$ cat src/rtl/seq_pattern_tx.sv
// seq_pattern_tx: serial MSB-first word transmitter with bit-valid, bit period and 7-seg state code
// Define SEQ_TX_REPEAT_EN to add repeat_en and back-to-back frame reload from DONE.
module seq_pattern_tx #(
  parameter int WIDTH    = 8,
  parameter int PRESCALE = 1
) (
  input  logic             Clock,
  input  logic             Reset,
  input  logic             start,
  input  logic [WIDTH-1:0] data,
`ifdef SEQ_TX_REPEAT_EN
  input  logic             repeat_en,
`endif
  output logic             x_out,
  output logic             x_valid,
  output logic             busy,
  output logic             done,
  output logic [7:0]       st_literal
);
  localparam int CW = $clog2(WIDTH + 1);
  typedef enum logic [1:0] {IDLE = 2'b00, LOAD = 2'b01, SHIFT = 2'b11, DONE = 2'b10} state_t;
  state_t           state;
  logic [WIDTH-1:0] shreg;
  logic [CW-1:0]    cnt;
  logic [7:0]       pre;
  logic             tick;
`ifdef SEQ_TX_REPEAT_EN
  logic [WIDTH-1:0] reload;
`endif
  assign tick = pre == 8'(PRESCALE - 1);
  always_ff @(posedge Clock or negedge Reset) begin
    if (!Reset) begin
      state <= IDLE;
      shreg <= '0;
      cnt   <= '0;
      pre   <= '0;
`ifdef SEQ_TX_REPEAT_EN
      reload <= '0;
`endif
    end else begin
      case (state)
        IDLE: if (start) begin
          shreg <= data;
          cnt   <= CW'(WIDTH);
          pre   <= '0;
          state <= LOAD;
`ifdef SEQ_TX_REPEAT_EN
          reload <= data;
`endif
        end
        LOAD: state <= SHIFT;
        SHIFT: if (tick) begin
          pre   <= '0;
          shreg <= {shreg[WIDTH-2:0], 1'b0};
          cnt   <= cnt - 1'b1;
          if (cnt == CW'(1)) state <= DONE;
        end else begin
          pre <= pre + 8'd1;
        end
        DONE: begin
`ifdef SEQ_TX_REPEAT_EN
          if (repeat_en) begin
            shreg <= reload;
            cnt   <= CW'(WIDTH);
            pre   <= '0;
            state <= LOAD;
          end else begin
            state <= IDLE;
          end
`else
          state <= IDLE;
`endif
        end
        default: state <= IDLE;
      endcase
    end
  end
  // Outputs decode only registered state, so start/data never reach them combinationally.
  always_comb begin
    x_valid    = state == SHIFT;
    busy       = state != IDLE;
    done       = state == DONE;
    x_out      = x_valid & shreg[WIDTH-1];
    st_literal = (state == IDLE) ? 8'hC0 : (state == LOAD) ? 8'hF9 : (state == SHIFT) ? 8'hA4 : 8'hB0;
  end
endmodule

$ cat config.mk
export PLATFORM = sky130hd
export DESIGN_NAME = seq_pattern_tx
export DESIGN_NICKNAME = d
export VERILOG_FILES = /design/src/rtl/seq_pattern_tx.sv
export SDC_FILE = /design/constraint.sdc
export NUM_CORES = 1
export LEC_CHECK = 0
export CAP_MARGIN = 20
export CORE_ASPECT_RATIO = 1.1
export CORE_MARGIN = 10
export CORE_UTILIZATION = 55
export DETAILED_ROUTE_END_ITERATION = 10
export PLACE_DENSITY = 0.85
export SETUP_SLACK_MARGIN = 0.15
export SYNTH_ARGS = -nofsm -noshare
export SYNTH_HDL_FRONTEND = slang
export SYNTH_SLANG_ARGS = --single-unit
$ cat constraint.sdc
create_clock -name Clock -period 3.15 [get_ports Clock]
set_input_delay 0.4725 -clock Clock [delete_from_list [all_inputs] [get_ports Clock]]
set_output_delay 0.4725 -clock Clock [all_outputs]
set_load 0.005 [all_outputs]
# Word-level counts from Yosys, hierarchy flattened
# Index checks and enable logic that the tools add are counted.
# W data, S select, Z words.
[totals] regBits=22 inputBits=11 out_inout_bits=12
[classes] n_addsub=2 n_eq_ne=7 mux=16 n_bitwise=1 reduce_logical=7
[ops] operator="$mux W8" n=4
[ops] operator="$pmux W8 S2" n=2
[ops] operator="$mux W7" n=2
[ops] operator="$add A8 B1 Y8 const B" n=1
[ops] operator="$logic_not A8 Y1" n=1
[ops] operator="$mux W4" n=2
[ops] operator="$pmux W2 S4" n=1
[ops] operator="$pmux W4 S2" n=1
[ops] operator="$mux W2" n=3
[ops] operator="$reduce_and A3 Y1" n=2
[ops] operator="$mux W5" n=1
[ops] operator="$eq A2 B2 Y1 const B" n=2
[ops] operator="$eq A4 B1 Y1 const B" n=1
[ops] operator="$ne A2 B1 Y1 const B" n=2
[ops] operator="$reduce_bool A2 Y1" n=2
[ops] operator="$sub A4 B1 Y4 const B" n=1
[ops] operator="$eq A2 B1 Y1 const B" n=1
[ops] operator="$logic_not A2 Y1" n=1
[ops] operator="$ne A2 B2 Y1 const B" n=1
[ops] operator="$reduce_and A2 Y1" n=1
[ops] operator="$and A1 B1 Y1" n=1

# Depth between registers and ports, before layout
# Gate-level depths: netlist (run 1).
[logic_depth] depth_word=4 ltp_mapped=7 depth_no_buf=6

# Worst setup path after synthesis (run 1)
# OpenSTA, ideal clock, no wires.
[synth_path] path_kind="reg-to-reg" startpoint="reg state[0]" endpoint="reg pre[5]" setup_time_ns=0.082 arrival_ns=1.656 required_time_ns=3.068 slack_ns=1.412 stages_incl_launch_ff=7 n_path_buf=0 period_less_slack_ns=1.738 cell_sequence="dfrtp_1 > inv_1 > ha_1 > nor2b_1 > a211oi_1 > a41oi_1 > a31oi_1"
[synth_between] elab_chain_cells=3 elab_cells_between_ends=6
[synth_rtl] item="from (decl)" line_no="22" source="state_t state;"
[synth_rtl] item="from (signal assigned)" line_no="33" source="state <= IDLE;"
[synth_rtl] item="from (signal assigned)" line_no="46" source="state <= LOAD;"
[synth_rtl] item="from (signal assigned)" line_no="51" source="LOAD: state <= SHIFT;"
[synth_rtl] item="$eq A2 B2 Y1 / $logic_not A2 Y1 (equally long branches)" line_no="41" source="case (state)"
[synth_rtl] item="$reduce_bool A2 Y1 (no line) / $ne A2 B2 Y1 (equally long branches)"
[synth_rtl] item="$reduce_and A2 Y1 (no line)"
[synth_rtl] item="to (signal assigned)" line_no="58" source="pre <= pre + 8'd1;"
[synth_rtl] item="to (decl)" line_no="25" source="logic [7:0] pre;"
# Several ways; a longest one is shown, not always the timed one.
# A chain may end at the register's enable or synchronous reset.

# Final worst setup path (run 1)
[layout_path] startpoint="reg state[0]" endpoint="out x_out"
[layout_between] elab_chain_cells=2
[layout_rtl] item="$eq A2 B2 Y1" line_no="80" source="x_valid = state == SHIFT;"
[layout_rtl] item="$and A1 B1 Y1" line_no="83" source="x_out = x_valid & shreg[WIDTH-1];"
[layout_rtl] item="to (decl)" line_no="14" source="output logic x_out,"
# Every way passes these cells.

==> impl_results.html, run 1 <==
<table>
<tr><th>Metric</th><th>Value</th></tr>
<tr><th colspan="2">GRT</th></tr>
<tr><td>Antenna violations before repair</td><td>0</td></tr>
<tr><td>GR Util All Layers</td><td>0.114</td></tr>
<tr><td>Maximum number of pins on one net before global-route repair</td><td>23</td></tr>
<tr><td>Grt total ovfl</td><td>0</td></tr>
<tr><td>Via count of the first global-routing pass</td><td>a little over 1000</td></tr>
<tr><td>Global-route wire length before repair</td><td>between 4000 and 5000 um</td></tr>
<tr><th colspan="2">Floorplan</th></tr>
<tr><td>Overall die height</td><td>~71 um</td></tr>
<tr><td>Row count</td><td>18</td></tr>
<tr><td>Core footprint</td><td>2250 sq um</td></tr>
<tr><td>Starting Density</td><td>0.577</td></tr>
<tr><td>Die W</td><td>66.3 um</td></tr>
<tr><td>Number of primary I/O pins</td><td>23</td></tr>
<tr><td>Die Outline Area</td><td>around 4700 sq um</td></tr>
<tr><th colspan="2">Clocking</th></tr>
<tr><td>Number of clock sinks</td><td>22</td></tr>
<tr><td>Worst skew pair latency</td><td>just over 0.3 ns</td></tr>
<tr><td>Postcts setup bufs</td><td>0</td></tr>
<tr><td>Total CTS buffers</td><td>3</td></tr>
<tr><td>Max Buffers Root-to-Sink</td><td>2</td></tr>
<tr><td>Clock transition at the registers of the reported paths</td><td>between 0.1 and 0.15 ns</td></tr>
<tr><td>Resize count post-CTS</td><td>0</td></tr>
<tr><td>CTS tree</td><td>done</td></tr>
<tr><td>Post-cts hold buffer count</td><td>0</td></tr>
<tr><td>Number of levels the H-tree was split into</td><td>1</td></tr>
<tr><td>Master cell of the clock root buffer</td><td>sky130_fd_sc_hd__clkbuf_4</td></tr>
<tr><th colspan="2">Logic synthesis</th></tr>
<tr><td>Post-synth top area cell</td><td>sky130_fd_sc_hd__dfrtp_1</td></tr>
<tr><td>Share of Yosys cell area claimed by the top area cell type</td><td>0.424</td></tr>
<tr><td>EDFF count, synth</td><td>0</td></tr>
<tr><td>Sequential share of the synthesized area</td><td>0.424</td></tr>
<tr><td>Syn Std Cell Area</td><td>1300 sq um</td></tr>
<tr><td>Flip-flop cell with the highest count after synthesis</td><td>sky130_fd_sc_hd__dfrtp_1</td></tr>
<tr><td>Synthesized instance count</td><td>133</td></tr>
<tr><td>Largest cells by area after synthesis</td><td>sky130_fd_sc_hd__dfrtp_1 (42%), sky130_fd_sc_hd__ha_1 (7.7%), sky130_fd_sc_hd__mux2i_1 (7.7%)</td></tr>
<tr><td>Async set-or-reset flop fraction in the synthesized netlist</td><td>1.00</td></tr>
<tr><td>Average instance area after synthesis</td><td>9.77 sq um</td></tr>
<tr><td>Number of warnings printed during yosys synthesis</td><td>0</td></tr>
<tr><td>Number of distinct library cell variants in the gate-level netlist after synthesis</td><td>39</td></tr>
<tr><td>Total nets after synthesis</td><td>roughly 150</td></tr>
<tr><td>Synth Register Bits</td><td>22</td></tr>
<tr><th colspan="2">Layout</th></tr>
<tr><td>Final layout net count</td><td>169</td></tr>
<tr><td>Count of inserted antenna diode cells</td><td>0</td></tr>
<tr><td>Most common library cell in the layout ignoring fill and taps</td><td>sky130_fd_sc_hd__dfrtp_1</td></tr>
<tr><td>Share of layout cells above drive strength 1</td><td>0.0940</td></tr>
<tr><td>Storage cell area</td><td>about 550 sq um</td></tr>
<tr><td>Synth-to-Final Area Change</td><td>17.5%</td></tr>
<tr><td>Final cell area excluding filler cells</td><td>about 1500 sq um</td></tr>
<tr><td>Layout Utilization</td><td>0.678</td></tr>
<tr><td>Area occupied by multi-input gates</td><td>around 660 sq um</td></tr>
<tr><td>Filler cell count in the final layout</td><td>~180</td></tr>
<tr><td>Most frequent cells in the layout</td><td>sky130_fd_sc_hd__dfrtp_1 (22), sky130_fd_sc_hd__o21ai_0 (20), sky130_fd_sc_hd__clkdlybuf4s50_1 (20), sky130_fd_sc_hd__mux2i_1 (10), sky130_fd_sc_hd__nand2_1 (10)</td></tr>
<tr><th colspan="2">Setup path</th></tr>
<tr><td>Critical path class</td><td>flop to primary output</td></tr>
<tr><td>Cell Chain, Critical Path</td><td>ha_1 -&gt; and2_1 -&gt; clkdlybuf4s50_1</td></tr>
<tr><td>Top cell family by delay on the critical path</td><td>adder cells</td></tr>
<tr><td>Critical path peak fanout</td><td>16</td></tr>
<tr><td>Slowest cell on the critical path</td><td>sky130_fd_sc_hd__ha_1</td></tr>
<tr><td>Delay of the slowest cell on the worst path</td><td>between 0.6 and 0.7 ns</td></tr>
<tr><td>Endpoint type of the worst setup path</td><td>primary output</td></tr>
<tr><td>Endpoint arrival time on the critical path</td><td>2.07 ns</td></tr>
<tr><td>Worst setup SP type</td><td>flop</td></tr>
<tr><td>Buffers plus inverters on the worst setup path</td><td>1</td></tr>
<tr><td>Required time worst endpoint</td><td>between 2 and 3 ns</td></tr>
<tr><th colspan="2">Drt</th></tr>
<tr><td>First-pass iteration count of the detailed router</td><td>4</td></tr>
<tr><td>Routed wirelength normalized by instance count</td><td>around 15 um</td></tr>
<tr><td>Average via count per standard cell</td><td>5.88</td></tr>
<tr><td>Detailed Route Iter0 Violations</td><td>66</td></tr>
<tr><td>Residual DRC count</td><td>0</td></tr>
<tr><td>DR vias</td><td>approximately 1100</td></tr>
<tr><td>Antenna-violating nets left</td><td>0</td></tr>
<tr><td>Drt total wl</td><td>around 2600 um</td></tr>
<tr><th colspan="2">Timing</th></tr>
<tr><td>Count of pins over their slew limit</td><td>0</td></tr>
<tr><td>Worst slew pin tran</td><td>0.940 ns</td></tr>
<tr><td>FMAX</td><td>~400 MHz</td></tr>
<tr><td>Setup violations, final</td><td>0</td></tr>
<tr><td>Sum of negative setup slack</td><td>0 ns</td></tr>
<tr><td>Final min period</td><td>around 2.5 ns</td></tr>
<tr><td>Final count of hold timing violations</td><td>0</td></tr>
<tr><td>Post-route setup slack</td><td>0.612 ns</td></tr>
<tr><td>Hold_ws</td><td>0.497 ns</td></tr>
<tr><td>Worst rel slew slack</td><td>0.371</td></tr>
<tr><td>Final setup skew</td><td>around 0.0072 ns</td></tr>
<tr><td>Final period util</td><td>0.806</td></tr>
<tr><td>Setup repair after global routing missed its margin</td><td>no</td></tr>
<tr><th colspan="2">Power and ir drop</th></tr>
<tr><td>Power Dens Cells</td><td>around 810 nW/um^2</td></tr>
<tr><td>Worst ir drop on vdd</td><td>approximately 0.55 mV</td></tr>
<tr><td>Leakage component of the power</td><td>0.680 nW</td></tr>
<tr><th colspan="2">Placement</th></tr>
<tr><td>Number of I/O port buffers</td><td>20</td></tr>
<tr><td>Placed Area</td><td>~1500 sq um</td></tr>
<tr><td>Estimated wirelength of the detail-placed design</td><td>roughly 2100 um</td></tr>
<tr><td>Routability Congestion</td><td>about 0.77</td></tr>
<tr><td>Place WS</td><td>approximately 0.7 ns</td></tr>
<tr><th colspan="2">Job</th></tr>
<tr><td># Max-Cap Violations</td><td>0</td></tr>
<tr><th colspan="2">Status</th></tr>
<tr><td>Status</td><td>finished clean</td></tr>
<tr><th colspan="2">Min path</th></tr>
<tr><td>Class of the worst hold path</td><td>flop to flop</td></tr>
</table>
-- synthesized netlist by cell type (2+ instances only) --
cell,n
sky130_fd_sc_hd__a21oi_1,4
sky130_fd_sc_hd__a31oi_1,3
sky130_fd_sc_hd__and3_1,2
sky130_fd_sc_hd__buf_4,5
sky130_fd_sc_hd__clkbuf_1,2
sky130_fd_sc_hd__conb_1,2
sky130_fd_sc_hd__dfrtp_1,22
sky130_fd_sc_hd__ha_1,8
sky130_fd_sc_hd__inv_1,8
sky130_fd_sc_hd__mux2_2,3
sky130_fd_sc_hd__mux2i_1,10
sky130_fd_sc_hd__nand2_1,10
sky130_fd_sc_hd__nand3_1,6
sky130_fd_sc_hd__nor2_1,2
sky130_fd_sc_hd__nor2b_1,2
sky130_fd_sc_hd__nor3b_1,2
sky130_fd_sc_hd__o21ai_0,20
-- final timing paths --
kind	from	to	slack [ns]	cells after the start
setup reg to reg	state[0]	shreg[7]	0.63	5
hold / removal	shreg[0]	shreg[0]	0.50	1
max in group asynchronous	Reset	pre[0]	1.90	1
setup / recovery	state[0]	x_out	0.61	3
hold reg to reg	shreg[0]	shreg[0]	0.50	1
min in group asynchronous	Reset	shreg[3]	0.67	1
-- area by class of cell --
type / count / share of cell area
inverters: 8 / 0.0197
flip-flops and latches: 22 / 0.361
multi-input cells: 94 / 0.435
well taps: 30 / 0.0246
repair buffers: 21 / 0.136
clock buffers: 4 / 0.0238
-- registers in the layout, summed over array words and instances (netlist names) --
register,flops
pre,8
state,2
cnt,4
shreg,8
-- power by group --
group	switching (mW)	internal (mW)	total (mW)
sequential	0.0598	0.371	0.431
combinational	0.315	0.337	0.651
clock	0.0825	0.0707	0.153
total	0.457	0.778	1.23
-- cells by family (layout without fill, tap and decap cells) --
family	after synthesis	count (layout)	synth area share
buffers and inverters	17	33	0.0645
AOI/OAI and AO/OA	35	35	0.159
DFF	22	22	0.424
other	2	2	0.00578
muxes	13	13	0.103
and+or+nand+nor	35	35	0.160
adders and majority gates	8	8	0.0771
xor gates and xnor gates	1	1	0.00674
-- stage by stage --
stage | std cells | power, mW
final | 179 | 1.23
after global routing | 179 | 1.34
after CTS | 179 | 1.26
after detailed placement | 175 | 1.10
after global placement | 175 | 1.06
after floorplan | 133 | 0.853
-- worst register-to-register path, cell delays in order (launching register included) --
cell and delay (ns):
sky130_fd_sc_hd__dfrtp_1 0.42, sky130_fd_sc_hd__ha_1 0.62, sky130_fd_sc_hd__inv_1 0.26, sky130_fd_sc_hd__a21oi_2 0.47, sky130_fd_sc_hd__or2_0 0.42, sky130_fd_sc_hd__o21ai_0 0.19
-- per-layer routing --
layer  share of wire  global-route usage  vias to the layer above  routed length [um]
met5               0                   0                        -                   0
met4           0.016              0.0559                        0                  43
met3           0.061              0.0173                        4                 160
met2            0.50               0.201                       33                1320
met1            0.42               0.127                      514                1110
li1                -                   -                      501                   -
No activity file was read; power rests on OpenSTA's default activity.
==> inputs of run 2 (changes only) <==
--- a/config.mk
+++ b/config.mk
@@ -8,9 +8,9 @@
 export CAP_MARGIN = 20
 export CORE_ASPECT_RATIO = 1.1
 export CORE_MARGIN = 10
-export CORE_UTILIZATION = 55
+export CORE_UTILIZATION = 51
 export DETAILED_ROUTE_END_ITERATION = 10
-export PLACE_DENSITY = 0.85
+export PLACE_DENSITY = 0.8
 export SETUP_SLACK_MARGIN = 0.15
 export SYNTH_ARGS = -nofsm -noshare
 export SYNTH_HDL_FRONTEND = slang
==> constraint.sdc (replaced) <==
create_clock -name Clock -period 2.4 [get_ports Clock]
set_input_delay 0.36 -clock Clock [delete_from_list [all_inputs] [get_ports Clock]]
set_output_delay 0.36 -clock Clock [all_outputs]
set_load 0.005 [all_outputs]
==> impl_results.html, run 2 (synthesized netlist as in run 1, its figures left out) <==
<table>
<tr><th>Metric</th><th>Value</th></tr>
<tr><th colspan="2">Status</th></tr>
<tr><td>Status</td><td>finished clean</td></tr>
<tr><th colspan="2">Setup path</th></tr>
<tr><td>Endpoint of the most critical setup path</td><td>st_literal[6]</td></tr>
<tr><td>Required time worst endpoint</td><td>2.04 ns</td></tr>
<tr><td>Endpoint arrival time on the critical path</td><td>1.78 ns</td></tr>
<tr><td>Critical path peak fanout</td><td>4</td></tr>
<tr><td>Reg2Reg Depth</td><td>5</td></tr>
<tr><td>Worst setup SP type</td><td>flop</td></tr>
<tr><td>Critical path class</td><td>flop to primary output</td></tr>
<tr><td>Startpoint of the worst register-to-register path</td><td>state[0]</td></tr>
<tr><td>Slack of the worst reg-to-reg path</td><td>0.56 ns</td></tr>
<tr><td>Endpoint type of the worst setup path</td><td>primary output</td></tr>
<tr><td>Crit path launch</td><td>state[1]</td></tr>
<tr><td>Worst reg2reg endpoint</td><td>shreg[2]</td></tr>
<tr><th colspan="2">Drt</th></tr>
<tr><td>Antenna-violating nets left</td><td>0</td></tr>
<tr><td>DR vias</td><td>roughly 1000</td></tr>
<tr><td>Drt total wl</td><td>between 2000 and 3000 um</td></tr>
<tr><td>Detailed Route Iter0 Violations</td><td>45</td></tr>
<tr><td>Residual DRC count</td><td>0</td></tr>
<tr><td>Average via count per standard cell</td><td>around 5.6</td></tr>
<tr><td>Routed wirelength normalized by instance count</td><td>approximately 15 um</td></tr>
<tr><td>First-pass iteration count of the detailed router</td><td>4</td></tr>
<tr><th colspan="2">Placement</th></tr>
<tr><td>Number of I/O port buffers</td><td>20</td></tr>
<tr><td>Estimated wirelength of the detail-placed design</td><td>approximately 2100 um</td></tr>
<tr><td>Routability Congestion</td><td>0.825</td></tr>
<tr><th colspan="2">Clocking</th></tr>
<tr><td>Number of clock sinks</td><td>22</td></tr>
<tr><td>Max Buffers Root-to-Sink</td><td>2</td></tr>
<tr><td>Total CTS buffers</td><td>3</td></tr>
<tr><td>Postcts setup bufs</td><td>0</td></tr>
<tr><td>CTS tree</td><td>done</td></tr>
<tr><td>Worst skew pair latency</td><td>roughly 0.32 ns</td></tr>
<tr><td>Clock transition at the registers of the reported paths</td><td>approximately 0.13 ns</td></tr>
<tr><td>Number of levels the H-tree was split into</td><td>1</td></tr>
<tr><td>Master cell of the clock root buffer</td><td>sky130_fd_sc_hd__clkbuf_4</td></tr>
<tr><th colspan="2">Layout</th></tr>
<tr><td>Most common library cell in the layout ignoring fill and taps</td><td>sky130_fd_sc_hd__dfrtp_1</td></tr>
<tr><td>Layout Utilization</td><td>0.638</td></tr>
<tr><td>Most frequent cells in the layout</td><td>sky130_fd_sc_hd__dfrtp_1 (22), sky130_fd_sc_hd__o21ai_0 (20), sky130_fd_sc_hd__clkdlybuf4s50_1 (20), sky130_fd_sc_hd__mux2i_1 (10), sky130_fd_sc_hd__nand2_1 (10)</td></tr>
<tr><td>Share of layout cells above drive strength 1</td><td>0.124</td></tr>
<tr><td>Count of inserted antenna diode cells</td><td>0</td></tr>
<tr><td>Final layout net count</td><td>about 170</td></tr>
<tr><td>Synth-to-Final Area Change</td><td>21.4%</td></tr>
<tr><td>Largest registers</td><td>pre x8, shreg x8, cnt x4</td></tr>
<tr><th colspan="2">Floorplan</th></tr>
<tr><td>Die W</td><td>approximately 68 um</td></tr>
<tr><td>Number of primary I/O pins</td><td>23</td></tr>
<tr><td>Starting Density</td><td>0.525</td></tr>
<tr><td>Core footprint</td><td>about 2500 sq um</td></tr>
<tr><td>Die Outline Area</td><td>slightly below 5000 sq um</td></tr>
<tr><td>Row count</td><td>19</td></tr>
<tr><td>Overall die height</td><td>between 70 and 80 um</td></tr>
<tr><th colspan="2">Timing</th></tr>
<tr><td>Final setup skew</td><td>~0.01 ns</td></tr>
<tr><td>Count of pins over their slew limit</td><td>0</td></tr>
<tr><td>Final min period</td><td>2.14 ns</td></tr>
<tr><td>Setup violations, final</td><td>0</td></tr>
<tr><td>Final count of hold timing violations</td><td>0</td></tr>
<tr><td>FMAX</td><td>467 MHz</td></tr>
<tr><td>Final period util</td><td>0.892</td></tr>
<tr><td>Sum of negative setup slack</td><td>0 ns</td></tr>
<tr><td>Setup repair after global routing missed its margin</td><td>yes</td></tr>
<tr><th colspan="2">Job</th></tr>
<tr><td># Max-Cap Violations</td><td>0</td></tr>
<tr><th colspan="2">Power and ir drop</th></tr>
<tr><td>Leakage component of the power</td><td>about 0.71 nW</td></tr>
<tr><td>Power Total</td><td>around 1.7 mW</td></tr>
<tr><td>Power Dens Cells</td><td>around 1100 nW/um^2</td></tr>
<tr><td>Worst ir drop on vdd</td><td>0.683 mV</td></tr>
<tr><th colspan="2">GRT</th></tr>
<tr><td>Global-route wire length before repair</td><td>around 4600 um</td></tr>
<tr><td>Maximum number of pins on one net before global-route repair</td><td>23</td></tr>
<tr><td>Grt total ovfl</td><td>0</td></tr>
<tr><td>Antenna violations before repair</td><td>0</td></tr>
<tr><td>Via count of the first global-routing pass</td><td>just over 1000</td></tr>
<tr><td>GR Util All Layers</td><td>0.116</td></tr>
<tr><th colspan="2">Min path</th></tr>
<tr><td>Class of the worst hold path</td><td>primary input to asynchronous set/reset pin</td></tr>
</table>
[run 2: power by group]
group | internal [mW] | switching [mW]
Combinational | 0.455 | 0.420
Clock | 0.169 | 0.119
Sequential | 0.487 | 0.0792
Total | 1.11 | 0.617
[run 2: cell type report]
cell class,instances,area (sq um)
Sequential cell,22,551
Clock inverter,1,30.0
Fill cell,217,896
Tap cell,31,38.8
Multi-Input combinational cell,94,667
Inverter,8,30.0
Timing Repair Buffer,25,238
Clock buffer,3,22.5
[run 2: per-layer routing]
metal,vias to the layer above,track usage,wire length [um]
li1,503,-,-
met1,496,0.143,1220
met2,26,0.185,1300
met3,4,0.0215,161
met4,0,0.0582,36
met5,-,0,0
[run 2: worst max-delay path, stage by stage, from the launching register on]
cell and delay, ns:
sky130_fd_sc_hd__dfrtp_1 0.41, sky130_fd_sc_hd__inv_1 0.09, sky130_fd_sc_hd__ha_1 0.22, sky130_fd_sc_hd__or2_2 0.31, sky130_fd_sc_hd__clkdlybuf4s50_1 0.45
[run 2: repair_timing]
item / 4_1_cts / 5_1_grt
setup endpoints to repair: 0 / 2
hold buffers: 0 / 0
gates resized for setup: 0 / 1
[run 2: through the flow]
step	cells	worst slack, ns	area (sq um)	hold slack [ns]
final	184	0.259	1580	0.364
after global routing	184	0.147	1580	0.371
after detailed placement	180	0.544	1520	0.494
after CTS	184	0.196	1570	0.374
after floorplan	133	0.662	1300	0.0644
after global placement	180	0.619	1520	0.468
[run 2: worst min path at each step]
stage / cells after the start / slack [ns] / end
2_1_floorplan: 0 / 0.06 / cnt[0]
3_3_place_gp: 1 / 0.47 / shreg[0]
3_5_place_dp: 1 / 0.49 / shreg[0]
4_1_cts: 2 / 0.37 / pre[5]
5_1_grt: 2 / 0.37 / pre[3]
6_report: 2 / 0.36 / pre[3]
